File: src/rtl/axis_pkt_stats_mon.sv
// Passive AXI4-Stream statistics monitor: packet/beat/error/oversize counters plus FSM state word.
// Optional macro STATS_BYTE_COUNT_EN adds a saturating byte_num counter driven by popcount(s_tkeep).
module axis_pkt_stats_mon #(
    parameter int DATA_WIDTH = 64,
    parameter int KEEP_WIDTH = DATA_WIDTH / 8,
    parameter int MIN_WORDS  = 1,
    parameter int MAX_WORDS  = 190,
    parameter int LEN_WIDTH  = 16
) (
    input  logic                  ACLK,
    input  logic                  ARESETN,
    input  logic [DATA_WIDTH-1:0] s_tdata,
    input  logic [KEEP_WIDTH-1:0] s_tkeep,
    input  logic                  s_tvalid,
    input  logic                  s_tready,
    input  logic                  s_tlast,
    input  logic                  clr_stats,
    output logic [31:0]           pkt_num,
    output logic [31:0]           word_num,
    output logic [31:0]           error_num,
    output logic [31:0]           extra_word,
`ifdef STATS_BYTE_COUNT_EN
    output logic [31:0]           byte_num,
`endif
    output logic [2:0]            state_output
);

    typedef enum logic [1:0] {
        S_IDLE = 2'd0,
        S_PKT  = 2'd1,
        S_OVER = 2'd2
    } state_e;

    localparam logic [LEN_WIDTH-1:0]  LEN_ONE  = LEN_WIDTH'(1);
    localparam logic [LEN_WIDTH-1:0]  LEN_SAT  = '1;
    localparam logic [LEN_WIDTH-1:0]  MIN_LEN  = LEN_WIDTH'(MIN_WORDS);
    localparam logic [LEN_WIDTH-1:0]  MAX_LEN  = LEN_WIDTH'(MAX_WORDS);
    localparam logic [KEEP_WIDTH-1:0] KEEP_ONE = KEEP_WIDTH'(1);

    function automatic logic [31:0] sat_add(input logic [31:0] base, input logic [31:0] inc);
        logic [32:0] sum;
        sum = {1'b0, base} + {1'b0, inc};
        return sum[32] ? 32'hFFFF_FFFF : sum[31:0];
    endfunction

    function automatic logic [31:0] popcount(input logic [KEEP_WIDTH-1:0] k);
        logic [31:0] cnt;
        cnt = '0;
        for (int i = 0; i < KEEP_WIDTH; i++) begin
            cnt = cnt + {31'b0, k[i]};
        end
        return cnt;
    endfunction

    // Payload is not inspected; this only keeps the tap port visible to lint.
    logic unused_tdata;
    assign unused_tdata = ^s_tdata;

    state_e                 state_q;
    logic [LEN_WIDTH-1:0]   len_q;
    logic                   bad_q;
    logic [31:0]            pkt_num_q, word_num_q, error_num_q, extra_word_q;
    logic [31:0]            pkt_num_d, word_num_d, error_num_d, extra_word_d;
    logic                   sat_q, sat_d;
`ifdef STATS_BYTE_COUNT_EN
    logic [31:0]            byte_num_q, byte_num_d;
`endif

    logic                   beat, close;
    logic                   keep_contig, keep_err;
    logic [KEEP_WIDTH-1:0]  keep_inc;
    logic [LEN_WIDTH-1:0]   new_len;
    logic                   is_extra, pkt_bad;

    assign beat  = s_tvalid & s_tready;
    assign close = beat & s_tlast;

    // A legal last-beat keep is 0..01..1: nonzero and keep & (keep+1) == 0.
    assign keep_inc    = s_tkeep + KEEP_ONE;
    assign keep_contig = (s_tkeep != '0) && ((s_tkeep & keep_inc) == '0);
    assign keep_err    = s_tlast ? !keep_contig : (s_tkeep != '1);

    // The length saturates rather than wrapping so oversize stays visible.
    assign new_len  = (state_q == S_IDLE) ? LEN_ONE
                    : ((len_q == LEN_SAT) ? len_q : len_q + LEN_ONE);
    assign is_extra = beat && ((state_q == S_OVER) ||
                               ((state_q == S_PKT) && (new_len > MAX_LEN)));
    assign pkt_bad  = bad_q || keep_err || (state_q == S_OVER) ||
                      (new_len < MIN_LEN) || (new_len > MAX_LEN);

    always_ff @(posedge ACLK) begin
        // NOTE: sequential state uses non-blocking assignments so every register samples pre-edge values.
        if (!ARESETN) begin
            state_q <= S_IDLE;
            len_q   <= '0;
            bad_q   <= 1'b0;
        end else if (beat) begin
            if (s_tlast) begin
                state_q <= S_IDLE;
                len_q   <= '0;
                bad_q   <= 1'b0;
            end else begin
                len_q   <= new_len;
                bad_q   <= bad_q | keep_err;
                if (state_q == S_IDLE) begin
                    state_q <= S_PKT;
                end else if (is_extra) begin
                    state_q <= S_OVER;
                end
            end
        end
    end

    always_comb begin
        // NOTE: every comb output gets a default first so no path can infer a latch.
        logic [31:0] pkt_base, word_base, err_base, extra_base;
        pkt_base   = clr_stats ? 32'd0 : pkt_num_q;
        word_base  = clr_stats ? 32'd0 : word_num_q;
        err_base   = clr_stats ? 32'd0 : error_num_q;
        extra_base = clr_stats ? 32'd0 : extra_word_q;

        pkt_num_d    = sat_add(pkt_base,   {31'b0, close});
        word_num_d   = sat_add(word_base,  {31'b0, beat});
        error_num_d  = sat_add(err_base,   {31'b0, close & pkt_bad});
        extra_word_d = sat_add(extra_base, {31'b0, is_extra});

        sat_d = (clr_stats ? 1'b0 : sat_q) |
                (pkt_num_d == '1) | (word_num_d == '1) |
                (error_num_d == '1) | (extra_word_d == '1);
`ifdef STATS_BYTE_COUNT_EN
        byte_num_d = sat_add(clr_stats ? 32'd0 : byte_num_q,
                             beat ? popcount(s_tkeep) : 32'd0);
        sat_d      = sat_d | (byte_num_d == '1);
`endif
    end

    always_ff @(posedge ACLK) begin
        if (!ARESETN) begin
            pkt_num_q    <= '0;
            word_num_q   <= '0;
            error_num_q  <= '0;
            extra_word_q <= '0;
            sat_q        <= 1'b0;
`ifdef STATS_BYTE_COUNT_EN
            byte_num_q   <= '0;
`endif
        end else begin
            pkt_num_q    <= pkt_num_d;
            word_num_q   <= word_num_d;
            error_num_q  <= error_num_d;
            extra_word_q <= extra_word_d;
            sat_q        <= sat_d;
`ifdef STATS_BYTE_COUNT_EN
            byte_num_q   <= byte_num_d;
`endif
        end
    end

    assign pkt_num      = pkt_num_q;
    assign word_num     = word_num_q;
    assign error_num    = error_num_q;
    assign extra_word   = extra_word_q;
    assign state_output = {sat_q, state_q};
`ifdef STATS_BYTE_COUNT_EN
    assign byte_num     = byte_num_q;
`endif

endmodule

File: config.mk
export PLATFORM = sky130hd
export DESIGN_NAME = axis_pkt_stats_mon
export DESIGN_NICKNAME = d
export VERILOG_FILES = /design/src/rtl/axis_pkt_stats_mon.sv
export SDC_FILE = /design/constraint.sdc
export NUM_CORES = 1
export LEC_CHECK = 0
export ABC_CLOCK_PERIOD_IN_PS = 6700
export CORE_MARGIN = 2
export CORE_UTILIZATION = 65
export CTS_BUF_LIST = sky130_fd_sc_hd__clkbuf_16
export CTS_CLUSTER_DIAMETER = 80
export DETAILED_ROUTE_END_ITERATION = 10
export DONT_BUFFER_PORTS = 1
export GPL_ROUTABILITY_DRIVEN = 0
export PLACE_DENSITY = 0.86
export SKIP_CTS_REPAIR_TIMING = 1
export SLEW_MARGIN = 40
export SYNTH_ARGS = -nofsm -noshare
export SYNTH_HDL_FRONTEND = slang
export SYNTH_SLANG_ARGS = --single-unit
File: constraint.sdc
create_clock -name ACLK -period 6.7 [get_ports ACLK]
set_input_delay 1.34 -clock ACLK [delete_from_list [all_inputs] [get_ports ACLK]]
set_output_delay 1.34 -clock ACLK [all_outputs]
set_load 0.02 [all_outputs]
Yosys cells after proc, flatten, opt, wreduce, memory -nomap -nowiden
Cells that the tools add are included.
Widths: inputs -> output; s select.
Operators by class
  add/subtract/negate cells: 6
  multiply operators: 0
  divide/modulo/power cells: 0
  $lt $le $gt $ge: 2
  equality and inequality tests: 8
  shift-type cells: 0
  multiplexer cells: 17
  bitwise gates (word level): 9
  reductions and logical operators: 14
Operators with widths (count)
  $mux 32: 8
  $add 32x1->33: 4
  $eq 32x32->1 const B: 4
  $mux 16: 3
  $add 16x1->16 const B: 1
  $eq 16x16->1 const B: 1
  $gt 16x8->1 const B: 1
  $lt 16x1->1 const B: 1
  $add 8x1->8 const B: 1
  $and 8x8->8: 1
  $logic_not 8->1: 1
  $ne 8x8->1 const B: 1
  $reduce_bool 8->1: 1
  $mux 2: 3
  $logic_or 1x1->1: 5
  $or 1x1->1: 5
  $and 1x1->1: 3
  $logic_and 1x1->1: 3
  $mux 1: 3
  $reduce_bool 3->1: 1
  $eq 2x1->1 const B: 1
  $eq 2x2->1 const B: 1
  $logic_not 2->1: 1
  $reduce_and 2->1: 1
  $logic_not 1->1: 1
Storage, ports and cells
  bits in registers: 148
  bits in latches: 0
  RAM bits: 0
  ROM bits: 0
  bits of input ports: 78
  output and inout bits: 131
  logic and storage cells: 64
  memories kept: 0

Depth between registers and ports, before layout
  depth after elaboration: 16
  mapped depth: 22
  mapped depth without buffers: 19

Least setup slack after synthesis
No wires, ideal clock.
  path type: input-to-reg
  start: in clr_stats
  end: reg sat_q
  library setup time: 0.059 ns
  arrival: 4.981 ns
  required time: 6.641 ns
  setup slack: 1.660 ns
  cell stages on the path: 20
  path buffers: 9
  path through: buf_6 > buf_6 > buf_6 > clkbuf_1 > buf_2 > buf_1 > clkbuf_1 > clkbuf_1 > nor2b_1 > ha_1 > and4_1 > buf_2 > nand3_2 > or4_1 > a211oi_1 > nand4_1 > nor4_1 > o21ai_0 > o41ai_2 > o31a_1
On the way
  word-level cells in the longest chain between the ends: 8
  elaborated cells between the ends (all ways): 21
  classes of those cells: 4 x add/sub; 4 x eq/ne; 9 x mux; 4 x bitwise
RTL lines
  from (decl): RTL line 17  | input logic clr_stats,
  $mux 32: RTL line 117  | pkt_base = clr_stats ? 32'd0 : pkt_num_q;
  $add 32x1->33: RTL line 42  | sum = {1'b0, base} + {1'b0, inc};
  $mux 32: RTL line 43  | return sum[32] ? 32'hFFFF_FFFF : sum[31:0];
  $eq 32x32->1: RTL line 128  | (pkt_num_d == '1) | (word_num_d == '1) |
  $or 1x1->1: RTL line 127  | sat_d = (clr_stats ? 1'b0 : sat_q) |
  $or 1x1->1 (2 in series): RTL line 128
  $or 1x1->1 *: RTL line 129  | (error_num_d == '1) | (extra_word_d == '1);
  to (signal assigned): RTL line 152  | sat_q <= sat_d;
  to (decl): RTL line 64  | logic sat_q, sat_d;
Every way passes the cells marked *; elsewhere a longest branch is shown, timed or not.
A chain may end at the register's enable or synchronous reset.

Worst setup path after layout
  start: reg len_q[10]
  end: reg sat_q
On the way
  word-level cells in the longest chain between the ends: 12
  elaborated cells between the ends (all ways): 20
  classes of those cells: 3 x add/sub; 2 x order compare; 3 x eq/ne; 4 x mux; 3 x bitwise; 5 x reduce/logical
RTL lines
  from (decl): RTL line 60  | logic [LEN_WIDTH-1:0] len_q;
  from (signal assigned): RTL line 103  | len_q <= new_len;
  $add 16x1->16 or $eq 16x16->1 (tied branches): RTL line 85  | : ((len_q == LEN_SAT) ? len_q : len_q + LEN_ONE);
  $mux 16 *: RTL line 85
  $mux 16 *: RTL line 84  | assign new_len = (state_q == S_IDLE) ? LEN_ONE
  $lt 16x1->1: RTL line 89  | (new_len < MIN_LEN) || (new_len > MAX_LEN);
  $logic_or 1x1->1: RTL line 88  | assign pkt_bad = bad_q || keep_err || (state_q == S_OVER) ||
  $logic_or 1x1->1: RTL line 89
  $and 1x1->1: RTL line 124  | error_num_d = sat_add(err_base, {31'b0, close & pkt_bad});
  $add 32x1->33: RTL line 42
  $mux 32: RTL line 43
  $eq 32x32->1: RTL line 129
  $or 1x1->1: RTL line 128
  $or 1x1->1 *: RTL line 129
Marks and branches as above.

==> flow_summary.ini <==
[yosys]
synth.distinct_cells = 79
yosysWarnings = 0
syn-cell-area_sq_um = 9310
yosysTopAreaCell = dfxtp_1
yosys.area.top_type_share = 0.318
async_flop_share = 0
postSynthAreaPerCell_sq_um = 7.58
synth_edf_count = 0
yosysSeqAreaShare = 0.318
synth.area.top_cells = dfxtp_1 (32%), nor2_1 (11%), xnor2_1 (6.7%)
syn_inst = 1228
synth_ff_type = dfxtp_1
synth_seq_cells = 148
synth_nets = 1315

[final_layout]
layout_common_cells = nor2_1 (264), dfxtp_1 (148), nand2_1 (89)
layout_commonest_cell = nor2_1
fill_cells = 1100
layout-drive-gt1-share = 0.0664
nNetsFinal = 1279
area_delta_synth_final_pct = 7.04
instances_no_fill = 1386

[power_and_ir_drop]
finalPower_w = 0.00197
peakVddDrop_v = 0.000170
power.leakage_nw = 3.48
p_per_area_nw_per_um2 = 198

[cts]
insertion_delay_ns = 0.43
cts.htree.levels = 4
cts_tree = yes
clock_tree.buffer_depth = 2
cts_root_buf = clkbuf_16
cts_buffers = 17
clk_pin_slew_ns = 0.06
clock_sinks = 148

[run]
cap_violations = 0

[setup_path]
setup.worst_path.end_class = register
critPathLaunchType = register
cp.required_ns = 7.08
critical_path.max_stage_delay_ns = 0.57
path_depth = 19
critPathBufInv = 0
rr_worst_depth = 19
arrival_ns = 5.78
worstPathCellList = and4_1 -> nand3_2 -> nor2_1 -> or3_1 -> nor2_1 -> xnor2_1 -> o311ai_1 -> nand3b_1 -> a21oi_1 -> ha_1 -> and4_1 -> nand3_2 -> or4_1 -> a211oi_1 -> nand4_1 -> nor4_1 -> o21ai_0 -> o41ai_2 -> o31a_1
cpMaxStageDelayCell = or4_1
cp_top_family = simple AND/OR/NAND/NOR gates
crit_type = reg -> reg
critical_path.max_fanout = 9

[routing]
wl_um = 25000
ant_nets = 0
vias = 8985
vias_per_cell = 6.48
first_pass_iters = 5
wl_per_cell_um = 18.0
drc = 0
drtIter0Drc = 737

[placed_design]
portBuffers = 0
dp_cells = 1353
hpwl_um = 16600

[grt]
grt_first_pass_wirelength_um = 39800
overflow = 0
grt_pass1_vias = 8171
antenna_found_initial = 0
grt_max_degree = 120
grt_usage = 0.325

[timing]
setup-violations-final = 0
min_period_ns = 5.40
fin_tns_setup_ns = 0
hold_viol = 0
finClkSkew_ns = 0.00751
worst_slew_pin_slew_ns = 0.740
max_freq_mhz = 185
period_share = 0.806
whs_ns = 0.475
maxSlewHeadroom = 0.506
slew_viol_final = 0
rsz0062_at_grt = false

[floorplanning]
die_w_um = 124
dieArea_sq_um = 15300
initial_core_util = 0.668
rows = 43
core_area_sq_um = 13900
io_pins = 209
die_h_um = 124

[status]
status = finished clean

[worst_hold_path]
hp-class = reg -> reg
holdPathStages = 2
-- cell type report --
class / instances / area [sq um] / area share
sequential: 148 / 2960 / 0.297
tap: 180 / 225 / 0.0226
clock buffer: 17 / 425 / 0.0427
multi-input combinational: 999 / 6010 / 0.604
timing repair buffer: 6 / 45.0 / 0.00452
antenna: 1 / 2.50 / 0.000251
clock inverter: 15 / 213 / 0.0213
inverter: 20 / 77.6 / 0.00778
-- per-stage QoR --
stage                     worst slack, ns  area (sq um)  utilization
after floorplan                      1.66          9310            -
after global placement               1.58          9320        0.669
after detailed placement             1.44          9320        0.669
after CTS                            1.37          9960        0.715
after global routing                0.765          9960        0.715
final                                1.30          9970        0.715
-- synthesized netlist by cell type, types with 4 or more instances --
| master | n |
|---|---|
| nor2_1 | 265 |
| dfxtp_1 | 148 |
| nand2_1 | 89 |
| a21oi_1 | 73 |
| xnor2_1 | 71 |
| nand3_1 | 62 |
| nand4_1 | 55 |
| clkbuf_1 | 48 |
| xor2_1 | 45 |
| nor2b_1 | 33 |
| nor3_1 | 29 |
| o21ai_0 | 24 |
| nor4_1 | 21 |
| and3_1 | 18 |
| inv_1 | 18 |
| and4_1 | 14 |
| nand2b_1 | 14 |
| mux2i_1 | 11 |
| a22oi_1 | 10 |
| and4b_1 | 10 |
| a31oi_1 | 9 |
| and2_1 | 9 |
| ha_1 | 9 |
| or3_1 | 7 |
| or4_1 | 7 |
| nand3b_1 | 6 |
| nor3b_1 | 6 |
| a211oi_1 | 5 |
| buf_2 | 5 |
| nand3_2 | 5 |
| nand4b_1 | 5 |
| buf_1 | 4 |
| nor3_2 | 4 |
| nor4_2 | 4 |
| nor4b_1 | 4 |
| o211ai_1 | 4 |
| o31a_1 | 4 |
| o31ai_1 | 4 |
-- worst paths after layout --
kind | from | end | slack (ns)
setup / recovery | len_q[10]$_SDFFE_PN0P_ | sat_q$_SDFF_PN0_ | 1.30
hold / removal | bad_q$_SDFFE_PN0P_ | bad_q$_SDFFE_PN0P_ | 0.48
setup reg to reg | len_q[10]$_SDFFE_PN0P_ | sat_q$_SDFF_PN0_ | 1.30
hold reg to reg | bad_q$_SDFFE_PN0P_ | bad_q$_SDFFE_PN0P_ | 0.48
-- worst reg2reg max path: stages, from the launching register on --
cell and delay, ns:
dfxtp_1 0.36, and4_1 0.28, nand3_2 0.18, nor2_1 0.10, or3_1 0.43, nor2_1 0.26, xnor2_1 0.13, o311ai_1 0.52
nand3b_1 0.15, a21oi_1 0.25, ha_1 0.28, and4_1 0.37, nand3_2 0.22, or4_1 0.57, a211oi_1 0.24, nand4_1 0.12
nor4_1 0.44, o21ai_0 0.20, o41ai_2 0.09, o31a_1 0.17
-- metal layers --
layer / track usage / share of wire / up-vias
li1: - / - / 4284
met1: 0.414 / 0.41 / 4243
met2: 0.511 / 0.46 / 393
met3: 0.103 / 0.10 / 65
met4: 0.130 / 0.025 / 0
met5: 0 / 0 / -
-- registers in the layout (all words and copies together), names as in the netlist --
| name | count |
|---|---|
| error_num | 32 |
| state_q | 2 |
| bad_q | 1 |
| extra_word | 32 |
| word_num | 32 |
| sat_q | 1 |
| pkt_num | 32 |
| len_q | 16 |
-- cells by family after synthesis --
family                     Yosys count  share of synthesized area
DFF                                148                      0.318
and+or+nand+nor                    693                      0.396
muxes                               14                     0.0155
AOI/OAI and AO/OA                  167                      0.113
xor gates and xnor gates           116                      0.109
adders and majority gates            9                     0.0121
buffers and inverters               81                     0.0361
-- power breakdown --
group / switching, W / internal [W]
Clock: 0.000388 / 0.000657
Sequential: 0.00000421 / 0.000882
Combinational: 0.0000320 / 0.0000112
Total: 0.000425 / 0.00155
Note: power is estimated with default switching activity, not from simulation.
